### config.mk
export PLATFORM = sky130hd
export DESIGN_NAME = fetch_sequencer
export DESIGN_NICKNAME = d
export VERILOG_FILES = /design/src/rtl/fetch_sequencer_pkg.sv /design/src/rtl/fetch_queue.sv /design/src/rtl/fetch_sequencer.sv
export SDC_FILE = /design/constraint.sdc
export NUM_CORES = 1
export LEC_CHECK = 0
export ABC_AREA = 1
export ABC_CLOCK_PERIOD_IN_PS = 2300
export CORE_ASPECT_RATIO = 0.7
export CORE_MARGIN = 3
export CORE_UTILIZATION = 55
export CTS_CLUSTER_SIZE = 10
export DETAILED_ROUTE_END_ITERATION = 8
export GPL_TIMING_DRIVEN = 0
export PLACE_DENSITY_LB_ADDON = 0.05
export SYNTH_ARGS = -nofsm -noshare
export SYNTH_HDL_FRONTEND = slang
export SYNTH_SLANG_ARGS = --single-unit
### constraint.sdc
create_clock -name clk -period 2.3 [get_ports clk]
set_input_delay 0.46 -clock clk [delete_from_list [all_inputs] [get_ports clk]]
set_output_delay 0.46 -clock clk [all_outputs]
set_load 0.01 [all_outputs]
### src/rtl/fetch_sequencer_pkg.sv
// Shared types and sizes for the instruction fetch sequencer.
package fetch_sequencer_pkg;

  localparam int PC_W   = 16;
  localparam int INST_W = 32;
  localparam int QDEPTH = 2;

  typedef enum logic [1:0] {
    IDLE   = 2'd0,
    RUN    = 2'd1,
    HALTED = 2'd2
  } state_t;

endpackage

### src/rtl/fetch_queue.sv
// Two-entry fetch FIFO; the head register drives the decode-side outputs directly.
module fetch_queue
  import fetch_sequencer_pkg::*;
#(
  parameter int W = PC_W + INST_W
) (
  input  logic         clk,
  input  logic         reset,
  input  logic         push,
  input  logic         pop,
  input  logic         flush,
  input  logic [W-1:0] din,
  output logic [W-1:0] head,
  output logic         full,
  output logic         empty
);

  logic [W-1:0] slot1;
  logic [1:0]   count;
  logic         do_pop;
  logic         do_push;

  assign full    = (count == 2'(QDEPTH));
  assign empty   = (count == 2'd0);
  assign do_pop  = pop && !empty;
  assign do_push = push && (!full || do_pop);

  always_ff @(posedge clk) begin
    if (reset) begin
      head  <= '0;
      slot1 <= '0;
      count <= 2'd0;
    end else if (flush) begin
      count <= 2'd0;
    end else begin
      case ({do_push, do_pop})
        2'b10: begin
          if (empty) head <= din;
          else       slot1 <= din;
          count <= count + 2'd1;
        end
        2'b01: begin
          head  <= slot1;
          count <= count - 2'd1;
        end
        2'b11: begin
          // count stays put; a full queue shifts, a single entry is replaced
          if (full) begin
            head  <= slot1;
            slot1 <= din;
          end else begin
            head <= din;
          end
        end
        default: ;
      endcase
    end
  end

endmodule

### src/rtl/fetch_sequencer.sv
// Instruction fetch sequencer: walks a PC through the ROM into a 2-entry queue.
//   state  | meaning
//   IDLE   | after reset, no fetching until start
//   RUN    | fetching one word per edge while the queue has room
//   HALTED | fetching stopped by halt_req, resumes on start
module fetch_sequencer
  import fetch_sequencer_pkg::*;
(
  input  logic                clk,
  input  logic                reset,
  input  logic                start,
  input  logic                halt_req,
  input  logic                redirect,
  input  logic [PC_W-1:0]     redirect_pc,
  output logic [PC_W-1:0]     rom_addr,
  input  logic [INST_W-1:0]   rom_data,
  output logic [INST_W-1:0]   inst_out,
  output logic [PC_W-1:0]     inst_pc,
  output logic                inst_valid,
  input  logic                inst_ready,
  output logic                busy,
  output logic [PC_W-1:0]     fetch_count
);

  state_t                   state;
  logic [PC_W-1:0]          pc;
  logic [PC_W+INST_W-1:0]   head;
  logic                     q_full;
  logic                     q_empty;
  logic                     pop;
  logic                     push;

  assign rom_addr            = pc;
  assign inst_valid          = !q_empty;
  assign {inst_pc, inst_out} = head;
  assign busy                = (state == RUN);

  assign pop  = inst_valid && inst_ready;
  assign push = (state == RUN) && !halt_req && !redirect && (!q_full || pop);

  fetch_queue u_queue (
    .clk   (clk),
    .reset (reset),
    .push  (push),
    .pop   (pop),
    .flush (redirect),
    .din   ({pc, rom_data}),
    .head  (head),
    .full  (q_full),
    .empty (q_empty)
  );

  always_ff @(posedge clk) begin
    if (reset) begin
      state       <= IDLE;
      pc          <= '0;
      fetch_count <= '0;
    end else if (redirect) begin
      pc <= redirect_pc;
    end else begin
      if (push) begin
        pc          <= pc + 16'd1;
        fetch_count <= fetch_count + 16'd1;
      end
      case (state)
        RUN:         if (halt_req) state <= HALTED;
        IDLE, HALTED: if (start && !halt_req) state <= RUN;
        default:     state <= IDLE;
      endcase
    end
  end

endmodule

# Yosys cells after proc, flatten, opt, wreduce, memory -nomap -nowiden
# Cells that the tools add are included.
# totals
elab_cells,59
output_inout_bits,82
input_bits,54
reg_bits,132
# op_classes
n_reduce_logical,25
n_addsub,4
mux,12
n_eq_ne,11
bitwise,1
# ops
cell,n
48-bit two-way mux,4
48-bit case mux with 3 select lines,1
48-bit case mux with 2 select lines,1
"16-bit by 1-bit adder with 16-bit output, second input constant",2
16-bit two-way mux,2
"2-bit == test, second input constant",4
2-bit case mux with 2 select lines,2
1-bit logical AND,7
"2-bit inequality test, second input constant",3
3-bit AND reduction,2
2-bit nonzero test,3
"2-bit by 1-bit == test with 1-bit output, second input constant",2
1-bit logical NOT,4
2-bit logical NOT,2
2-bit two-way mux,2
"2-bit by 1-bit inequality test with 1-bit output, second input constant",2
4-bit AND reduction,1
2-bit OR reduction,2
3-bit nonzero test,1
"2-bit by 1-bit adder with 2-bit output, second input constant",1
1-bit logical OR,2
2-bit AND reduction,1
"2-bit by 1-bit subtractor with 2-bit output, second input constant",1
1-bit inverter,1

# Longest topological paths before layout
# Gate-level depths: netlist of the first run.
# depth
word_depth,9
depth_mapped,10
ltp_nobuf,9

# By module
# From an unflattened synthesis of the first run, not the netlist that was laid out.
# hier_totals
hier_cells,1149
hier_area_um2,7104.3
# by_module_without_submodules
mod,cells_per_inst,area_each_um2,seq_area_each_um2,n_inst
fetch_queue,817,5056.1,1961.9,1
fetch_sequencer,332,2048.2,680.7,1

# Worst setup path before layout of the first run
# No wires, ideal clock.
# synth_path
path_kind,register to register
from,"reg pc[1], in the netlist rom_addr[1]"
to,"reg pc[8], in the netlist rom_addr[8]"
synth_period_minus_slack_ns,1.468
n_path_buf,0
arrival_ns,1.340
required_time_ns,2.172
stages_incl_launch_ff,9
setup_ns,0.128
slack_ns,0.832
cell_sequence,dfxtp_1 -> ha_1 -> nand2_1 -> nor2_1 -> nand2_1 -> xor2_1 -> nor2_1 -> nor2_1 -> nor2_1
# synth_between
elab_chain_len,3
# synth_rtl
item,line,source
"start, declared",fetch_sequencer.sv:26,logic [PC_W-1:0] pc;
"start signal, assigned",fetch_sequencer.sv:59,pc <= redirect_pc;
"start signal, assigned",fetch_sequencer.sv:62,pc <= pc + 16'd1;
16-bit by 1-bit adder with 16-bit output,fetch_sequencer.sv:62,
16-bit two-way mux,fetch_sequencer.sv:61,if (push) begin
16-bit two-way mux,fetch_sequencer.sv:58,end else if (redirect) begin
# No other way between the ends. The select of a mux whose other input is x is not followed.
# A chain may end at the register's enable or synchronous reset.

# Worst setup path in the final report of the first run
# layout_path
from,reg u_queue.count[0]
to,out inst_valid
# layout_between
elab_chain_len,2
# layout_rtl
item,line,source
"start, declared",fetch_queue.sv:19,logic [1:0] count;
"start signal, assigned",fetch_queue.sv:40,count <= count + 2'd1;
"start signal, assigned",fetch_queue.sv:44,count <= count - 2'd1;
2-bit logical NOT,fetch_queue.sv:24,assign empty = (count == 2'd0);
1-bit logical NOT,fetch_sequencer.sv:34,assign inst_valid = !q_empty;
"end, declared",fetch_sequencer.sv:19,"output logic inst_valid,"
# No other way between the ends.

==> results of run 1 <==
-- flip-flops by register name, indices dropped and copies added (netlist names) --
name	count
u_queue.head	48
u_queue.slot1	48
fetch_count	16
rom_addr	16
state	2
u_queue.count	2
-- worst max-delay path, cell delays in order, from the launching register on --
cell and delay [ns]:
dfxtp_1 0.42, nor2_1 0.09, inv_2 0.08, clkdlybuf4s50_1 0.58
-- metal layers --
| layer | wire [µm] | part of all wire, % | track usage, % | vias to the layer above |
|---|---|---|---|---|
| met2 | 8405 | 44 | 47.42 | 370 |
| met1 | 8458 | 44 | 40.19 | 3173 |
| met4 | 351 | 1.8 | 10.10 | 0 |
| li1 | - | - | - | 3292 |
| met3 | 1831 | 9.6 | 7.774 | 36 |
| met5 | 0 | 0 | 0 | - |
-- path summary, 6_finish.rpt --
path,end,slack (ns)
worst max-delay path,inst_valid,0.25
worst max register to register,u_queue.head[29]$_SDFFE_PP0P_,0.47
worst min-delay path,u_queue.slot1[31]$_SDFFE_PP0P_,0.45
worst min register to register,u_queue.slot1[31]$_SDFFE_PP0P_,0.45
-- metrics by stage --
stage | utilization [%] | TNS [ns] | total power (W)
after floorplan | - | 0 | 0.002641
after global placement | 72.70 | -1.328 | 0.002884
after detailed placement | 72.70 | -1.969 | 0.002891
after CTS | 79.16 | 0 | 0.006025
after global routing | 79.16 | 0 | 0.006179
final | 79.16 | 0 | 0.006038
-- report_power, final --
part	switching [W]	internal (W)
logic	0.000262	0.000229
clock network	0.00104	0.00214
registers	0.0000400	0.00233
total	0.00134	0.00470
-- area by class of cell --
type,instances,area (µm²),share of cell area (%)
timing repair buffer,135,1351,16.00
multi-input combinational,609,2840,33.64
clock inverter,13,255.2,3.023
inverter,126,473.0,5.602
clock buffer,19,432.9,5.127
buffer,59,262.8,3.112
tap,148,185.2,2.193
sequential,132,2643,31.30
-- cells in the final DEF, fill, tap and decap left out --
cell             Yosys  routed
nand2_1            215     215
clkdlybuf4s50_1      0     135
dfxtp_1            132     132
nand3_1            123     123
a21oi_1            123     123
inv_1              121     121
o21ai_0             61      61
nor2_1              44      44
clkbuf_1            36      38
buf_2               18      18
clkbuf_16            0      17
nand4_1             10      10
xor2_1               8       8
bufinv_16            0       7
a21boi_0             6       6
inv_2                5       5
nor3_1               4       4
xnor2_1              3       3
a31oi_1              3       3
clkinvlp_4           0       3
buf_6                2       2
buf_1                2       2
a22oi_1              2       2
ha_1                 2       2
clkinv_4             0       2
nand2_4              1       1
nor2_4               1       1
nand3_2              1       1
a21oi_2              1       1
buf_4                1       1
a211oi_1             1       1
clkinv_2             0       1
-- kinds of logic after synthesis --
family / after synthesis / share of synthesized area (%)
AO/OA/AOI/OAI: 197 / 16.34
XOR/XNOR: 11 / 1.549
adder cells (fa/ha/maj): 2 / 0.4024
buffers and inverters: 185 / 11.83
flip-flops: 132 / 42.49
AND/OR/NAND/NOR: 399 / 27.38
==> results.yml, run 1 <==
outcome:
  outcome: "completed"
grt:
  grt_max_degree: 17
  grt_overflow: 0
  antenna_found_initial: 0
  grt.total_usage_pct: 29.96
  grt_pass1_wl_um: 30430
  grt_pass1_vias: 6359
timing:
  rsz0062_at_grt: "no"
  worst_slack_ns: 0.2489
  period_share_pct: 89.18
  fin_crit_ns: 2.051
  whs_ns: 0.4531
  fin_worst_skew_ns: 0.008967
  max-slew-margin-rel_pct: 53.33
  slew_viol_final: 0
  setup_viol: 0
  hold_viol: 0
  worstMarginPinSlew_ns: 0.7000
  clock.fmax_mhz: 487.6
setup_path:
  r2r_cells: 9
  worstPathArrival_ns: 1.59
  crit_start: "u_queue.count[0]$_SDFFE_PP0P_"
  cp.required_ns: 1.84
  path_max_fanout: 5
  critPathCaptureType: "output port"
  r2r_start: "state[1]$_SDFFE_PP0P_"
  critPathLaunchType: "flip-flop"
  critical_path_class: "reg -> out"
routing:
  ant_nets: 0
  avgRoutedWirePerCell_um: 15.35
  dr.pass1.iters: 5
  vias: 6871
  vias_per_cell: 5.537
  wl_um: 19050
  post-route-drc-count: 0
  drt_iter0_drc: 688
place:
  portBuffers: 135
  postPlaceCellArea_um2: 7755
  place_inst: 1209
  place_ws_ns: -0.05739
  dpl.hpwl_um: 13050
  place_congestion: 0.8978
clock_tree:
  cts_setup_buffers: 0
  cts_made_buffers: 17
  clockBufferDepth: 2
  htreeDepth: 4
  clk_pin_slew_ns: 0.06
  clockRootBuffer: "clkbuf_16"
  post_cts_resized: 0
  cts_tree: "yes"
  cts_hold_buffers: 0
  cts_sinks: 132
  insertion_delay_ns: 0.42
finish:
  finish.instance_area_um2: 8443
  final_cells: 1241
  drive_gt1_share_pct: 5.489
  fillers: 803
  area_delta_synth_final_pct: 35.77
  diodes: 0
  final_nets: 1136
synthesis:
  yosysUniqueCellTypes: 26
  synth.avg_cell_area_um2: 6.715
  netlist_area_um2: 6218
  ys_seq_area_share_pct: 42.49
  synth_cells: 926
  synth_top_cells_by_area: "dfxtp_1 42%, nand2_1 13%, a21oi_1 9.9%"
  syn-num-nets: 982
  synth.largest_area_cell: "dfxtp_1"
  yosys-top-cells-count: "215 x nand2_1, 132 x dfxtp_1, 123 x a21oi_1, 123 x nand3_1, 121 x inv_1"
  ys_warn_count: 0
  synth-edff-count: 0
  yosysMostFrequentCell: "nand2_1"
  ys_ff_latch: 132
  synth-async-reset-ratio_pct: 0
  synth_flop_cell: "dfxtp_1"
  yosysTopAreaCellShare_pct: 42.49
die:
  die_area_um2: 12640
  num_rows: 31
  core-area_um2: 10670
  die_w_um: 133.1
  start_util_pct: 58.30
  pin_count: 136
  die_h_um: 94.96
min_path:
  holdPathStages: 2
  hold_class: "reg -> reg"
  hold_start: "u_queue.slot1[31]$_SDFFE_PP0P_"
run:
  cap_violations: 0
power_and_ir_drop:
  power_per_cell_area_nw_per_um2: 715.1
  ir_drop_v: 0.0004947
  p_leak_nw: 3.219
Power figures use the tool's default switching activity.
==> run 2, diff against run 1 <==
--- a/config.mk
+++ b/config.mk
@@ -9,7 +9,8 @@
 export ABC_CLOCK_PERIOD_IN_PS = 2300
 export CORE_ASPECT_RATIO = 0.7
 export CORE_MARGIN = 3
-export CORE_UTILIZATION = 55
+export CORE_UTILIZATION = 57
+export CTS_BUF_LIST = sky130_fd_sc_hd__clkbuf_2 sky130_fd_sc_hd__clkbuf_4 sky130_fd_sc_hd__clkbuf_8
 export CTS_CLUSTER_SIZE = 10
 export DETAILED_ROUTE_END_ITERATION = 8
 export GPL_TIMING_DRIVEN = 0
==> results.yml, run 2 (synthesized netlist as in run 1, its figures left out) <==
power_and_ir_drop:
  p_leak_nw: 3.121
  ir_drop_v: 0.0004459
  power_per_cell_area_nw_per_um2: 625.5
setup_path:
  cp.required_ns: 1.84
  critical_path_class: "reg -> out"
  worstPathArrival_ns: 1.61
  path_max_fanout: 5
  critPathLaunchType: "flip-flop"
  critPathCaptureType: "output port"
timing:
  worstMarginPinSlew_ns: 0.6289
  rsz0062_at_grt: "no"
  fin_crit_ns: 2.067
  period_share_pct: 89.86
  clock.fmax_mhz: 483.8
  slew_viol_final: 0
  worst_slack_ns: 0.2331
  setup_viol: 0
  setup_tns_ns: 0
  fin_worst_skew_ns: 0.01331
  hold_viol: 0
  max-slew-margin-rel_pct: 58.07
clock_tree:
  cts_made_buffers: 17
  cts_hold_buffers: 0
  cts_setup_buffers: 0
  cts_sinks: 132
  htreeDepth: 4
  cts_tree: "yes"
  insertion_delay_ns: 0.45
  clockRootBuffer: "clkbuf_8"
  clockBufferDepth: 2
  post_cts_resized: 0
  clk_pin_slew_ns: 0.07
place:
  place_inst: 1193
  place_ws_ns: -0.1314
  postPlaceCellArea_um2: 7735
  portBuffers: 135
  place_congestion: 0.9008
  dpl.hpwl_um: 12560
finish:
  reg.largest.list: "u_queue.head: 48 flops, u_queue.slot1: 48 flops"
  area_delta_synth_final_pct: 31.79
  layout_common_cells: "215 x nand2_1, 135 x clkdlybuf4s50_1, 132 x dfxtp_1"
  final_nets: 1136
  final_cells: 1225
  finish.instance_area_um2: 8195
  mostFrequentLayoutCell: "nand2_1"
  diodes: 0
  fillers: 825
  drive_gt1_share_pct: 5.672
grt:
  grt.total_usage_pct: 28.87
  grt_pass1_wl_um: 28140
  grt_max_degree: 17
  grt_overflow: 0
  grt_pass1_vias: 5915
  antenna_found_initial: 0
routing:
  top_layer: "met4"
  dr.pass1.iters: 5
  vias: 6633
  ant_nets: 0
  drt_iter0_drc: 563
  avgRoutedWirePerCell_um: 14.52
  wl_met1_um: 8226
  post-route-drc-count: 0
  wl_um: 17790
  met2_wirelength_um: 7892
  vias_per_cell: 5.415
  wl_met3_um: 1438
die:
  die_area_um2: 12220
  pin_count: 136
  die_w_um: 130.8
  core-area_um2: 10470
  die_h_um: 93.39
  start_util_pct: 59.38
  num_rows: 31
run:
  cap_violations: 0
min_path:
  hold_class: "reg -> reg"
outcome:
  outcome: "completed"
## run 2: cell type report
cell class | instances | area [µm²] | area share, %
multi-input combinational | 609 | 2840 | 34.66
sequential | 132 | 2643 | 32.24
inverter | 126 | 473.0 | 5.771
clock inverter | 13 | 205.2 | 2.504
clock buffer | 19 | 255.2 | 3.115
timing repair buffer | 135 | 1351 | 16.49
buffer | 59 | 262.8 | 3.206
tap | 132 | 165.2 | 2.015
## run 2: stage by stage
step	total power [W]	hold WS [ns]	utilization (%)
6_report	0.005126	0.4561	78.26
5_1_grt	0.005286	0.4659	78.26
4_1_cts	0.005124	0.4561	78.26
3_5_place_dp	0.002890	0.4455	73.86
3_3_place_gp	0.002883	0.4394	73.86
2_1_floorplan	0.002641	0.4301	-
## run 2: where the power goes
part / total (W) / switching [W] / leakage [nW] / internal [W]
sequential: 0.00236 / 0.0000388 / 1.07 / 0.00232
clock: 0.00228 / 0.000950 / 0.226 / 0.00133
combinational: 0.000486 / 0.000257 / 1.83 / 0.000229
total: 0.00513 / 0.00125 / 3.12 / 0.00388
## run 2: path summary, 6_finish.rpt
kind	start	end	slack, ns	cells past startpoint
max	state[0]$_SDFFE_PP0P_	busy	0.23	3
min reg2reg	u_queue.slot1[19]$_SDFFE_PP0P_	u_queue.slot1[19]$_SDFFE_PP0P_	0.46	2
max reg2reg	state[0]$_SDFFE_PP0P_	fetch_count[2]$_SDFFE_PP0P_	0.41	6
min	u_queue.slot1[19]$_SDFFE_PP0P_	u_queue.slot1[19]$_SDFFE_PP0P_	0.46	2
## run 2: critical path, cell delays in order, from the launching register on
cell	delay, ns
dfxtp_1	0.38
nand2_1	0.12
inv_1	0.10
clkdlybuf4s50_1	0.56
## run 2: metal layers
layer	GRT usage, %	up-vias
met5	0	-
li1	-	3284
met2	43.00	290
met4	8.219	0
met1	41.12	3033
met3	7.705	26
==> run 3, diff against run 2 <==
--- a/config.mk
+++ b/config.mk
@@ -8,7 +8,6 @@
 export ABC_AREA = 1
 export ABC_CLOCK_PERIOD_IN_PS = 2300
 export CORE_ASPECT_RATIO = 0.7
-export CORE_MARGIN = 3
 export CORE_UTILIZATION = 57
 export CTS_BUF_LIST = sky130_fd_sc_hd__clkbuf_2 sky130_fd_sc_hd__clkbuf_4 sky130_fd_sc_hd__clkbuf_8
 export CTS_CLUSTER_SIZE = 10
==> results.yml, run 3 (synthesized netlist as in run 1, its figures left out) <==
place:
  place_inst: 1193
  dpl.hpwl_um: 12280
  place_ws_ns: -0.06881
  place_congestion: 0.9194
  portBuffers: 135
  postPlaceCellArea_um2: 7735
power_and_ir_drop:
  sw_frac_of_total_pct: 24.05
  seq_power_share_pct: 47.5
  share_comb_of_total_power_pct: 9.8
  power_per_cell_area_nw_per_um2: 608.2
  p_sw_w: 0.001195
  ir_drop_v: 0.0005049
  total_power_w: 0.004969
  internal-power_w: 0.003774
  power_frac_clock_pct: 42.7
  p_leak_nw: 3.111
setup_path:
  critical_path_class: "in -> reg"
  critPathLaunchType: "input port"
  cp.required_ns: 2.61
  critPathCaptureType: "flip-flop"
  path_max_fanout: 10
  worstPathArrival_ns: 2.40
  r2r_cells: 8
outcome:
  outcome: "completed"
die:
  start_util_pct: 59.38
  die_h_um: 89.39
  num_rows: 31
  die_area_um2: 11340
  core-area_um2: 10470
  die_w_um: 126.8
  pin_count: 136
timing:
  period_share_pct: 91.04
  rsz0062_at_grt: "no"
  whs_ns: 0.4536
  max-slew-margin-rel_pct: 55.04
  setup_viol: 0
  hold_viol: 0
  fin_crit_ns: 2.094
  worstMarginPinSlew_ns: 0.6744
  clock.fmax_mhz: 477.6
  worst_slack_ns: 0.2061
  slew_viol_final: 0
  fin_worst_skew_ns: 0.01251
routing:
  drt_iter0_drc: 731
  dr.pass1.iters: 5
  vias: 6710
  avgRoutedWirePerCell_um: 14.58
  vias_per_cell: 5.478
  wl_um: 17860
  post-route-drc-count: 0
  ant_nets: 0
clock_tree:
  cts_tree: "yes"
  htreeDepth: 4
  clockRootBuffer: "clkbuf_8"
  insertion_delay_ns: 0.44
  cts_sinks: 132
  clockBufferDepth: 2
  post_cts_resized: 0
  cts_hold_buffers: 0
  cts_made_buffers: 17
  cts_setup_buffers: 0
  clk_pin_slew_ns: 0.07
grt:
  grt_max_degree: 17
  grt.total_usage_pct: 31.65
  grt_overflow: 0
  grt_pass1_vias: 5821
  antenna_found_initial: 0
  grt_pass1_wl_um: 28070
finish:
  final_nets: 1136
  drive_gt1_share_pct: 5.672
  diodes: 0
  fillers: 802
  finish.instance_area_um2: 8169
  reg.largest.list: "u_queue.head: 48 flops, u_queue.slot1: 48 flops"
  layout_common_cells: "215 x nand2_1, 135 x clkdlybuf4s50_1, 132 x dfxtp_1"
  mostFrequentLayoutCell: "nand2_1"
  multiInputGateArea_um2: 2840
  final-seq-area_um2: 2643
  area_delta_synth_final_pct: 31.37
  final_cells: 1225
min_path:
  holdPathStages: 2
  hold_class: "reg -> reg"
run:
  cap_violations: 0
run 3: per-stage QoR:
stage | util (%) | TNS [ns]
floorplan | - | 0
global placement | 73.86 | -2.231
detailed placement | 73.86 | -2.211
CTS | 78.00 | 0
global route | 78.00 | 0
finish | 78.00 | 0
run 3: power groups by stage:
stage               Combinational [W]  Clock [W]  Sequential, W
floorplan                    0.000219          0        0.00242
global placement             0.000467          0        0.00241
detailed placement           0.000474          0        0.00241
CTS                          0.000480    0.00212        0.00236
global route                 0.000529    0.00222        0.00237
finish                       0.000485    0.00212        0.00236
run 3: path summary, 6_finish.rpt:
| kind | slack (ns) | to | from |
|---|---|---|---|
| worst max-delay path | 0.21 | u_queue.slot1[3]$_SDFFE_PP0P_ | redirect |
| worst min register to register | 0.45 | u_queue.slot1[21]$_SDFFE_PP0P_ | u_queue.slot1[21]$_SDFFE_PP0P_ |
| worst max register to register | 0.36 | u_queue.slot1[1]$_SDFFE_PP0P_ | u_queue.count[0]$_SDFFE_PP0P_ |
| worst min-delay path | 0.45 | u_queue.slot1[21]$_SDFFE_PP0P_ | u_queue.slot1[21]$_SDFFE_PP0P_ |
run 3: worst max-delay path, cell delays in order:
cell and delay, ns:
clkdlybuf4s50_1 0.46, inv_1 0.19, nand4_1 0.19, inv_1 0.11
nand3_1 0.25, clkbuf_1 0.34, o21ai_0 0.32, a21oi_1 0.08
run 3: layer usage:
metal	up-vias	track usage [%]	routed length [µm]
met5	-	0	0
met2	321	49.25	7772
met3	40	7.301	1618
met1	3065	43.57	8159
met4	0	10.93	305
li1	3284	-	-
run 3: area by class of cell:
cell class,count,area share (%)
Clock buffer,24,3.814
Clock inverter,8,1.501
Sequential cell,132,32.35
Buffer,59,3.216
Inverter,126,5.790
Tap cell,132,2.022
Timing Repair Buffer,135,16.54
Multi-Input combinational cell,609,34.77
